`src/rtl/qspi_psram_ctrl_if.sv`:
```
// Request/response bus between a requester and qspi_psram_ctrl.
// The requester uses the master modport and the controller uses the slave modport.
interface qspi_psram_ctrl_if;
   logic        req_valid_i;
   logic        req_ready_o;
   logic        req_we_i;
   logic [23:0] req_adr_i;
   logic [1:0]  req_size_i;
   logic [31:0] req_wdat_i;
   logic        rsp_valid_o;
   logic [31:0] rsp_rdat_o;

   modport master (
      output req_valid_i, req_we_i, req_adr_i, req_size_i, req_wdat_i,
      input  req_ready_o, rsp_valid_o, rsp_rdat_o
   );

   modport slave (
      input  req_valid_i, req_we_i, req_adr_i, req_size_i, req_wdat_i,
      output req_ready_o, rsp_valid_o, rsp_rdat_o
   );
endinterface

```
`src/rtl/qspi_psram_ctrl.sv`:
```
// Bus-to-QSPI PSRAM bridge: issues unlock (0x35) after reset, then quad
// read (0xEB) / quad write (0x38) transactions for 1/2/4-byte requests.
// SCK runs at clk_i/2. Each SCK cycle is a drive half (sck low, io updated)
// followed by a sample half (sck high, io_i captured).
// Optional completion counters: define QSPI_PSRAM_CTRL_STATS_EN.
module qspi_psram_ctrl #(
   parameter int unsigned DUMMY_CYCLES = 6,
   parameter int unsigned CS_GAP       = 2
) (
   input  logic                clk_i,
   input  logic                rst_i,
   qspi_psram_ctrl_if.slave    bus,
   output logic                sck_o,
   output logic                cs_on,
   output logic [3:0]          io_o,
   output logic [3:0]          io_oe_o,
   input  logic [3:0]          io_i,
   output logic [31:0]         stat_rd_o,
   output logic [31:0]         stat_wr_o
);

   localparam logic [3:0] UNLOCK = 4'd0;
   localparam logic [3:0] IDLE   = 4'd1;
   localparam logic [3:0] CMD    = 4'd2;
   localparam logic [3:0] ADR    = 4'd3;
   localparam logic [3:0] DUMMY  = 4'd4;
   localparam logic [3:0] RDATA  = 4'd5;
   localparam logic [3:0] WDATA  = 4'd6;
   localparam logic [3:0] TRAIL  = 4'd7;
   localparam logic [3:0] GAP    = 4'd8;

   localparam logic [7:0] UNLOCK_CMD = 8'h35;
   localparam logic [7:0] READ_CMD   = 8'hEB;
   localparam logic [7:0] WRITE_CMD  = 8'h38;

   logic [3:0]  state_q, state_d;
   logic [15:0] cnt_q, cnt_d;
   logic        ph_q, ph_d;
   logic        unl_q, unl_d;
   logic        we_q, we_d;
   logic [23:0] adr_q, adr_d;
   logic [2:0]  nb_q, nb_d;
   logic [31:0] wdat_q, wdat_d;
   logic [31:0] rbuf_q, rbuf_d;
   logic        sck_q, sck_d;
   logic        cs_q, cs_d;
   logic [3:0]  io_q, io_d;
   logic [3:0]  oe_q, oe_d;
   logic        ready_q, ready_d;
   logic        rsp_valid_q, rsp_valid_d;
   logic [31:0] rsp_rdat_q, rsp_rdat_d;

   logic [15:0] len;
   logic [3:0]  nxt;
   logic [7:0]  tmp8;
   logic [23:0] tmp24;
   logic [31:0] tmp32;

`ifdef QSPI_PSRAM_CTRL_STATS_EN
   logic [31:0] stat_rd_q, stat_rd_d;
   logic [31:0] stat_wr_q, stat_wr_d;
`endif

   // Next-state, pin and response logic; counters advance on the sample half.
   always_comb begin
      state_d     = state_q;
      cnt_d       = cnt_q;
      ph_d        = ph_q;
      unl_d       = unl_q;
      we_d        = we_q;
      adr_d       = adr_q;
      nb_d        = nb_q;
      wdat_d      = wdat_q;
      rbuf_d      = rbuf_q;
      sck_d       = sck_q;
      cs_d        = cs_q;
      io_d        = io_q;
      oe_d        = oe_q;
      ready_d     = ready_q;
      rsp_valid_d = 1'b0;
      rsp_rdat_d  = rsp_rdat_q;
      tmp8        = '0;
      tmp24       = '0;
      tmp32       = '0;
`ifdef QSPI_PSRAM_CTRL_STATS_EN
      stat_rd_d   = stat_rd_q;
      stat_wr_d   = stat_wr_q;
`endif

      case (state_q)
         UNLOCK:       begin len = 16'd8; nxt = TRAIL; end
         CMD:          begin len = 16'd8; nxt = ADR;   end
         ADR: begin
            len = 16'd6;
            nxt = we_q ? WDATA : ((DUMMY_CYCLES == 0) ? RDATA : DUMMY);
         end
         DUMMY:        begin len = 16'(DUMMY_CYCLES); nxt = RDATA; end
         RDATA, WDATA: begin len = {12'd0, nb_q, 1'b0}; nxt = TRAIL; end
         TRAIL:        begin len = 16'd1; nxt = (CS_GAP > 1) ? GAP : IDLE; end
         GAP:          begin len = 16'(CS_GAP - 1); nxt = IDLE; end
         default:      begin len = 16'd1; nxt = IDLE; end
      endcase

      if (state_q == IDLE) begin
         sck_d = 1'b0;
         if (bus.req_valid_i && ready_q) begin
            we_d    = bus.req_we_i;
            adr_d   = bus.req_adr_i;
            wdat_d  = bus.req_wdat_i;
            rbuf_d  = '0;
            ready_d = 1'b0;
            state_d = CMD;
            cnt_d   = '0;
            case (bus.req_size_i)
               2'd0:    nb_d = 3'd1;
               2'd1:    nb_d = 3'd2;
               default: nb_d = 3'd4;
            endcase
         end
      end else if (ph_q) begin
         // drive half: SCK low, present the bit/nibble for cnt_q of state_q
         ph_d  = 1'b0;
         sck_d = 1'b0;
         case (state_q)
            UNLOCK: begin
               tmp8 = UNLOCK_CMD << cnt_q[2:0];
               cs_d = 1'b0;
               oe_d = 4'b0001;
               io_d = {3'b000, tmp8[7]};
            end
            CMD: begin
               tmp8 = (we_q ? WRITE_CMD : READ_CMD) << cnt_q[2:0];
               cs_d = 1'b0;
               oe_d = 4'b0001;
               io_d = {3'b000, tmp8[7]};
            end
            ADR: begin
               tmp24 = adr_q << {cnt_q[2:0], 2'b00};
               cs_d  = 1'b0;
               oe_d  = 4'hF;
               io_d  = tmp24[23:20];
            end
            WDATA: begin
               tmp32 = wdat_q >> {cnt_q[2:1], 3'b000};
               cs_d  = 1'b0;
               oe_d  = 4'hF;
               io_d  = cnt_q[0] ? tmp32[3:0] : tmp32[7:4];
            end
            DUMMY, RDATA: begin
               cs_d = 1'b0;
               oe_d = 4'h0;
               io_d = 4'h0;
            end
            default: begin
               cs_d = 1'b1;
               oe_d = 4'h0;
               io_d = 4'h0;
            end
         endcase
      end else begin
         // sample half: SCK high (except during GAP), capture and advance
         ph_d  = 1'b1;
         sck_d = (state_q != GAP);
         if (state_q == RDATA) begin
            rbuf_d[{cnt_q[2:1], ~cnt_q[0], 2'b00} +: 4] = io_i;
         end
         if (cnt_q == len - 16'd1) begin
            cnt_d   = '0;
            state_d = nxt;
            if (nxt == IDLE) begin
               ready_d = 1'b1;
               unl_d   = 1'b0;
               if (!unl_q) begin
                  if (we_q) begin
`ifdef QSPI_PSRAM_CTRL_STATS_EN
                     stat_wr_d = stat_wr_q + 32'd1;
`endif
                  end else begin
                     rsp_valid_d = 1'b1;
                     rsp_rdat_d  = rbuf_q;
`ifdef QSPI_PSRAM_CTRL_STATS_EN
                     stat_rd_d   = stat_rd_q + 32'd1;
`endif
                  end
               end
            end
         end else begin
            cnt_d = cnt_q + 16'd1;
         end
      end
   end

   // State and output registers with synchronous reset.
   always_ff @(posedge clk_i) begin
      if (rst_i) begin
         state_q     <= UNLOCK;
         cnt_q       <= '0;
         ph_q        <= 1'b1;
         unl_q       <= 1'b1;
         we_q        <= 1'b0;
         adr_q       <= '0;
         nb_q        <= 3'd1;
         wdat_q      <= '0;
         rbuf_q      <= '0;
         sck_q       <= 1'b0;
         cs_q        <= 1'b1;
         io_q        <= '0;
         oe_q        <= '0;
         ready_q     <= 1'b0;
         rsp_valid_q <= 1'b0;
         rsp_rdat_q  <= '0;
      end else begin
         state_q     <= state_d;
         cnt_q       <= cnt_d;
         ph_q        <= ph_d;
         unl_q       <= unl_d;
         we_q        <= we_d;
         adr_q       <= adr_d;
         nb_q        <= nb_d;
         wdat_q      <= wdat_d;
         rbuf_q      <= rbuf_d;
         sck_q       <= sck_d;
         cs_q        <= cs_d;
         io_q        <= io_d;
         oe_q        <= oe_d;
         ready_q     <= ready_d;
         rsp_valid_q <= rsp_valid_d;
         rsp_rdat_q  <= rsp_rdat_d;
      end
   end

`ifdef QSPI_PSRAM_CTRL_STATS_EN
   // Completion counters, excluding the unlock sequence.
   always_ff @(posedge clk_i) begin
      if (rst_i) begin
         stat_rd_q <= '0;
         stat_wr_q <= '0;
      end else begin
         stat_rd_q <= stat_rd_d;
         stat_wr_q <= stat_wr_d;
      end
   end

   assign stat_rd_o = stat_rd_q;
   assign stat_wr_o = stat_wr_q;
`else
   assign stat_rd_o = '0;
   assign stat_wr_o = '0;
`endif

   assign sck_o           = sck_q;
   assign cs_on           = cs_q;
   assign io_o            = io_q;
   assign io_oe_o         = oe_q;
   assign bus.req_ready_o = ready_q;
   assign bus.rsp_valid_o = rsp_valid_q;
   assign bus.rsp_rdat_o  = rsp_rdat_q;

endmodule
```
`src/flat_wrapper.sv`:
```
// flat-port wrapper written by rule: the top's interface ports become plain ports
module qspi_psram_ctrl_flat 
#(
   parameter int unsigned DUMMY_CYCLES = 6,
   parameter int unsigned CS_GAP       = 2
)
  (clk_i, rst_i, sck_o, cs_on, io_o, io_oe_o, io_i, stat_rd_o, stat_wr_o, bus_req_valid_i, bus_req_we_i, bus_req_adr_i, bus_req_size_i, bus_req_wdat_i, bus_req_ready_o, bus_rsp_valid_o, bus_rsp_rdat_o);
  qspi_psram_ctrl_if bus_i ();
  input  logic clk_i;
  input  logic rst_i;
  output logic sck_o;
  output logic cs_on;
  output logic [3:0] io_o;
  output logic [3:0] io_oe_o;
  input  logic [3:0] io_i;
  output logic [31:0] stat_rd_o;
  output logic [31:0] stat_wr_o;
  input wire logic [$bits(bus_i.req_valid_i)-1:0] bus_req_valid_i;
  input wire logic [$bits(bus_i.req_we_i)-1:0] bus_req_we_i;
  input wire logic [$bits(bus_i.req_adr_i)-1:0] bus_req_adr_i;
  input wire logic [$bits(bus_i.req_size_i)-1:0] bus_req_size_i;
  input wire logic [$bits(bus_i.req_wdat_i)-1:0] bus_req_wdat_i;
  output wire logic [$bits(bus_i.req_ready_o)-1:0] bus_req_ready_o;
  output wire logic [$bits(bus_i.rsp_valid_o)-1:0] bus_rsp_valid_o;
  output wire logic [$bits(bus_i.rsp_rdat_o)-1:0] bus_rsp_rdat_o;
  assign bus_i.req_valid_i = bus_req_valid_i;
  assign bus_i.req_we_i = bus_req_we_i;
  assign bus_i.req_adr_i = bus_req_adr_i;
  assign bus_i.req_size_i = bus_req_size_i;
  assign bus_i.req_wdat_i = bus_req_wdat_i;
  assign bus_req_ready_o = bus_i.req_ready_o;
  assign bus_rsp_valid_o = bus_i.rsp_valid_o;
  assign bus_rsp_rdat_o = bus_i.rsp_rdat_o;
  qspi_psram_ctrl #(.DUMMY_CYCLES(DUMMY_CYCLES), .CS_GAP(CS_GAP)) u_core (.clk_i(clk_i), .rst_i(rst_i), .bus(bus_i), .sck_o(sck_o), .cs_on(cs_on), .io_o(io_o), .io_oe_o(io_oe_o), .io_i(io_i), .stat_rd_o(stat_rd_o), .stat_wr_o(stat_wr_o));
endmodule
```
`config.mk`:
```
export PLATFORM = sky130hd
export DESIGN_NAME = qspi_psram_ctrl_flat
export DESIGN_NICKNAME = d
export VERILOG_FILES = /design/src/rtl/qspi_psram_ctrl_if.sv /design/src/rtl/qspi_psram_ctrl.sv /design/src/flat_wrapper.sv
export SDC_FILE = /design/constraint.sdc
export NUM_CORES = 1
export LEC_CHECK = 0
export CAP_MARGIN = 5
export CORE_ASPECT_RATIO = 1.2
export CORE_UTILIZATION = 45
export CTS_CLUSTER_SIZE = 40
export DETAILED_ROUTE_END_ITERATION = 6
export HOLD_SLACK_MARGIN = 0.06
export PLACE_DENSITY = 0.79
export SETUP_SLACK_MARGIN = 0.2
export SYNTH_ARGS = -nofsm -noshare
export SYNTH_HDL_FRONTEND = slang
export SYNTH_SLANG_ARGS = --single-unit
```
`constraint.sdc`:
```
create_clock -name clk_i -period 2.4 [get_ports clk_i]
set_input_delay 0.48 -clock clk_i [delete_from_list [all_inputs] [get_ports clk_i]]
set_output_delay 0.48 -clock clk_i [all_outputs]
set_load 0.005 [all_outputs]
```
==> metrics.yaml <==
cts:
  ctsHoldBuffers: 0
  cts_sinks: 156
  tritoncts: "done"
  worstSkewPairLatency_ps: 430
  ctsRootBufferMaster: "clkbuf_16"
  clkTransAtPathRegs_ps: 60
  cts-buffers-inserted: 17
  clockBufferDepth: 2
  htree_levels: 4
setup_path:
  r2r_slack_ps: 190
  rr_startpoint: "u_core.state_q[1]$_SDFFE_PP0P_"
  worstSetupPathType: "flop to flop"
  start_kind: "flop"
  r2r-end: "u_core.state_q[3]$_SDFFE_PP0P_"
  cpPeakStageDelay_ps: 450
  crit_fanout: 10
  rr_worst_depth: 9
  arrival_ps: 2570
  crit_chain: "xnor2_1 > nor4_1 > buf_4 > o22ai_1 > a21oi_1 > buf_4 > nand4_4 > or3_4 > a21oi_2"
  endpoint_kind: "flop"
  cp_data_required_time_ps: 2760
  cpMostUsedCell: "buf_4"
  crit_path_top_delay_cell: "dfxtp_2"
final_layout:
  antenna_cells: 0
  finalNetCount: 1073
  drive_gt1_frac: 0.132
  flow.area_growth_from_synthesis_pct: 27.5
timing:
  rsz0062_at_grt: "true"
  setup_viol: 0
  slew_headroom: 0.512
  fmax_mhz: 453
  final_hold_viol_count: 0
  fin_setup_tns_ps: 0
  fin_crit_ps: 2210
  fin_skew_ps: 5.36
  maxSlewViolCount: 0
  tightest_slew_ps: 726
  fin_crit_sh: 0.920
drt:
  viasPerCell: 5.27
  drt_wl_total_um: 17600
  vias: 6434
  drtPass1Iterations: 5
  postRouteAntennaNets: 0
  drtIter0Drc: 489
  wl_per_cell_um: 14.4
  drc: 0
logic_synthesis:
  avgSynthCellArea_um2: 8.08
  yosys_warnings: 0
  synth_cells: 895
  synth_edf_count: 0
  synthTopCellsByArea: "dfxtp_1 (43%), nand2_1 (9.9%), a21oi_1 (7.4%)"
  ys_seq_area_frac: 0.432
  synthesis.area_mm2: 0.00723
  synthArstFlopShare: 0
  yosys_register_bits: 156
  yosysTopAreaCell: "dfxtp_1"
  synth_top_area_share: 0.432
  synth_flop_cell: "dfxtp_1"
  synth.distinct_cells: 55
die:
  rows: 50
  io_pins: 174
  fp.dieW_um: 118
  start_util: 0.462
  dieArea_mm2: 0.0166
  die-height_um: 141
  coreArea_mm2: 0.0156
power:
  p_leak_nw: 3.23
  power.density_mw_per_mm2: 620
  total_power_mw: 5.72
  ir_drop_uv: 429
run:
  cap_violations: 0
grt:
  first_global_vias: 5975
  grt_overflow_total: 0
  grt_max_degree: 77
  track_usage: 0.212
  grt_pass1_wl_um: 28400
  antenna_found_initial: 0
outcome:
  status: "finished clean"
place:
  hpwlAfterDp_um: 11900
  port_buffers: 109
  place_congestion: 0.894
hold_path:
  min_to: "u_core.bus.rsp_rdat_o[29]$_SDFFE_PP0P_"
  hp-class: "flop to flop"
  holdCritStartpoint: "u_core.bus.rsp_rdat_o[29]$_SDFFE_PP0P_"
  hold_depth: 2
==> cells in the mapped netlist, types with 7 or more instances <==
library cell  number
buf_4             69
nand4_1            7
o21ai_0           13
nor2_1            74
mux2i_1            7
dfxtp_1          156
nand3_1           46
xor2_1             9
buf_2             11
clkbuf_1          40
buf_1              8
nand2_1          191
a22oi_1           17
nor3_1            16
xnor2_1            7
a31oi_1           19
nor4_1             7
mux4_2            12
a21oi_1          107
==> critical path, delay by kind of cell, from the launching register on <==
kind | cells | cell delay [ps]
simple gates | 3 | 820
flops | 1 | 450
compound gates | 3 | 390
buf+inv | 2 | 360
xor+xnor | 1 | 140
==> where the power goes <==
group | internal, mW | switching (mW) | leakage, nW
Clock | 1.66 | 1.09 | 0.288
Sequential | 2.60 | 0.0107 | 1.26
Combinational | 0.170 | 0.188 | 1.68
Total | 4.43 | 1.28 | 3.23
==> cells in the final DEF (no fill, tap or decap), types with 4 or more instances in the layout <==
master / n
buf_4: 38
inv_1: 6
mux2i_1: 7
nand3_1: 43
or2_2: 5
nand3b_1: 6
clkdlybuf4s50_1: 108
a31oi_1: 18
mux4_2: 12
xnor2_1: 7
buf_12: 5
nand2_1: 191
a22oi_1: 15
xor2_1: 9
o21ai_0: 11
clkinvlp_4: 4
nor2_1: 73
a21oi_1: 106
nor3_1: 15
buf_6: 4
ha_1: 5
clkbuf_16: 18
dfxtp_1: 153
a211oi_1: 6
conb_1: 64
nor4_1: 7
nand4_1: 7
==> area by class of cell <==
type | count | area [um^2]
Clock buffer | 18 | 439
Clock inverter | 14 | 170
Fill cell | 1375 | 6420
Inverter | 7 | 26.3
Multi-Input combinational cell | 663 | 3660
Sequential cell | 156 | 3130
Tap cell | 208 | 260
Timing Repair Buffer | 156 | 1540
==> metrics by stage <==
step / hold WS, ps / utilization / setup slack, ps / instances / instance area, um^2
after floorplan: 433 / - / 199 / 958 / 7490
after global placement: 439 / 0.538 / 38.7 / 1186 / 8410
after detailed placement: 443 / 0.538 / 11.0 / 1186 / 8410
after CTS: 452 / 0.579 / 159 / 1219 / 9060
after global routing: 467 / 0.590 / 54.5 / 1222 / 9220
final: 448 / 0.590 / 193 / 1222 / 9220
==> cell families (layout without fill, tap and decap cells) <==
logic type               after synthesis  count (layout)  share of synthesized area
buffers and inverters                139             195                      0.113
multiplexers                          21              21                     0.0502
AND/OR/NAND/NOR                      376             376                      0.228
XOR/XNOR                              16              16                     0.0194
other                                  1              64                   0.000518
adder cells (fa/ha/maj)                6               6                     0.0104
flip-flops                           156             156                      0.432
AO/OA/AOI/OAI                        180             180                      0.146
==> flip-flops by register name, summed over array words and instances (netlist names), 2 cells and up <==
register,cells
u_core.bus.rsp_rdat_o,32
u_core.rbuf_q,32
u_core.wdat_q,32
u_core.adr_q,24
u_core.cnt_q,16
u_core.io_o,4
u_core.state_q,4
u_core.nb_q,3
u_core.io_oe_o,2
==> layer usage <==
metal / vias to the layer above / global-route usage / part of all wire
li1: 3144 / - / -
met1: 3005 / 0.253 / 0.42
met2: 252 / 0.367 / 0.50
met3: 33 / 0.0473 / 0.058
met4: 0 / 0.0904 / 0.023
met5: - / 0 / 0
==> worst max path at each step <==
stage | slack, ps | depth (start not counted) | from | endpoint
after global routing | 50 | 8 | u_core.state_q[1]$_SDFFE_PP0P_ | u_core.state_q[3]$_SDFFE_PP0P_
after floorplan | 200 | 10 | u_core.cnt_q[1]$_SDFFE_PP0P_ | u_core.rbuf_q[26]$_SDFFE_PP0P_
after CTS | 160 | 9 | u_core.state_q[0]$_SDFFE_PP0P_ | u_core.state_q[3]$_SDFFE_PP0P_
after global placement | 40 | 7 | bus_req_valid_i | u_core.rbuf_q[2]$_SDFFE_PP0P_
final | 190 | 9 | u_core.state_q[1]$_SDFFE_PP0P_ | u_core.state_q[3]$_SDFFE_PP0P_
after detailed placement | 10 | 7 | bus_req_valid_i | u_core.rbuf_q[2]$_SDFFE_PP0P_
==> repair_timing <==
item / CTS / global route
resized for setup: 9 / 28
pin swaps: 2 / 7
gates cloned: 0 / 1
hold endpoints to repair: 0 / 0
endpoints found under the setup margin: 45 / 88
setup buffers: 1 / 2
Note: power is estimated with default switching activity, not from simulation.
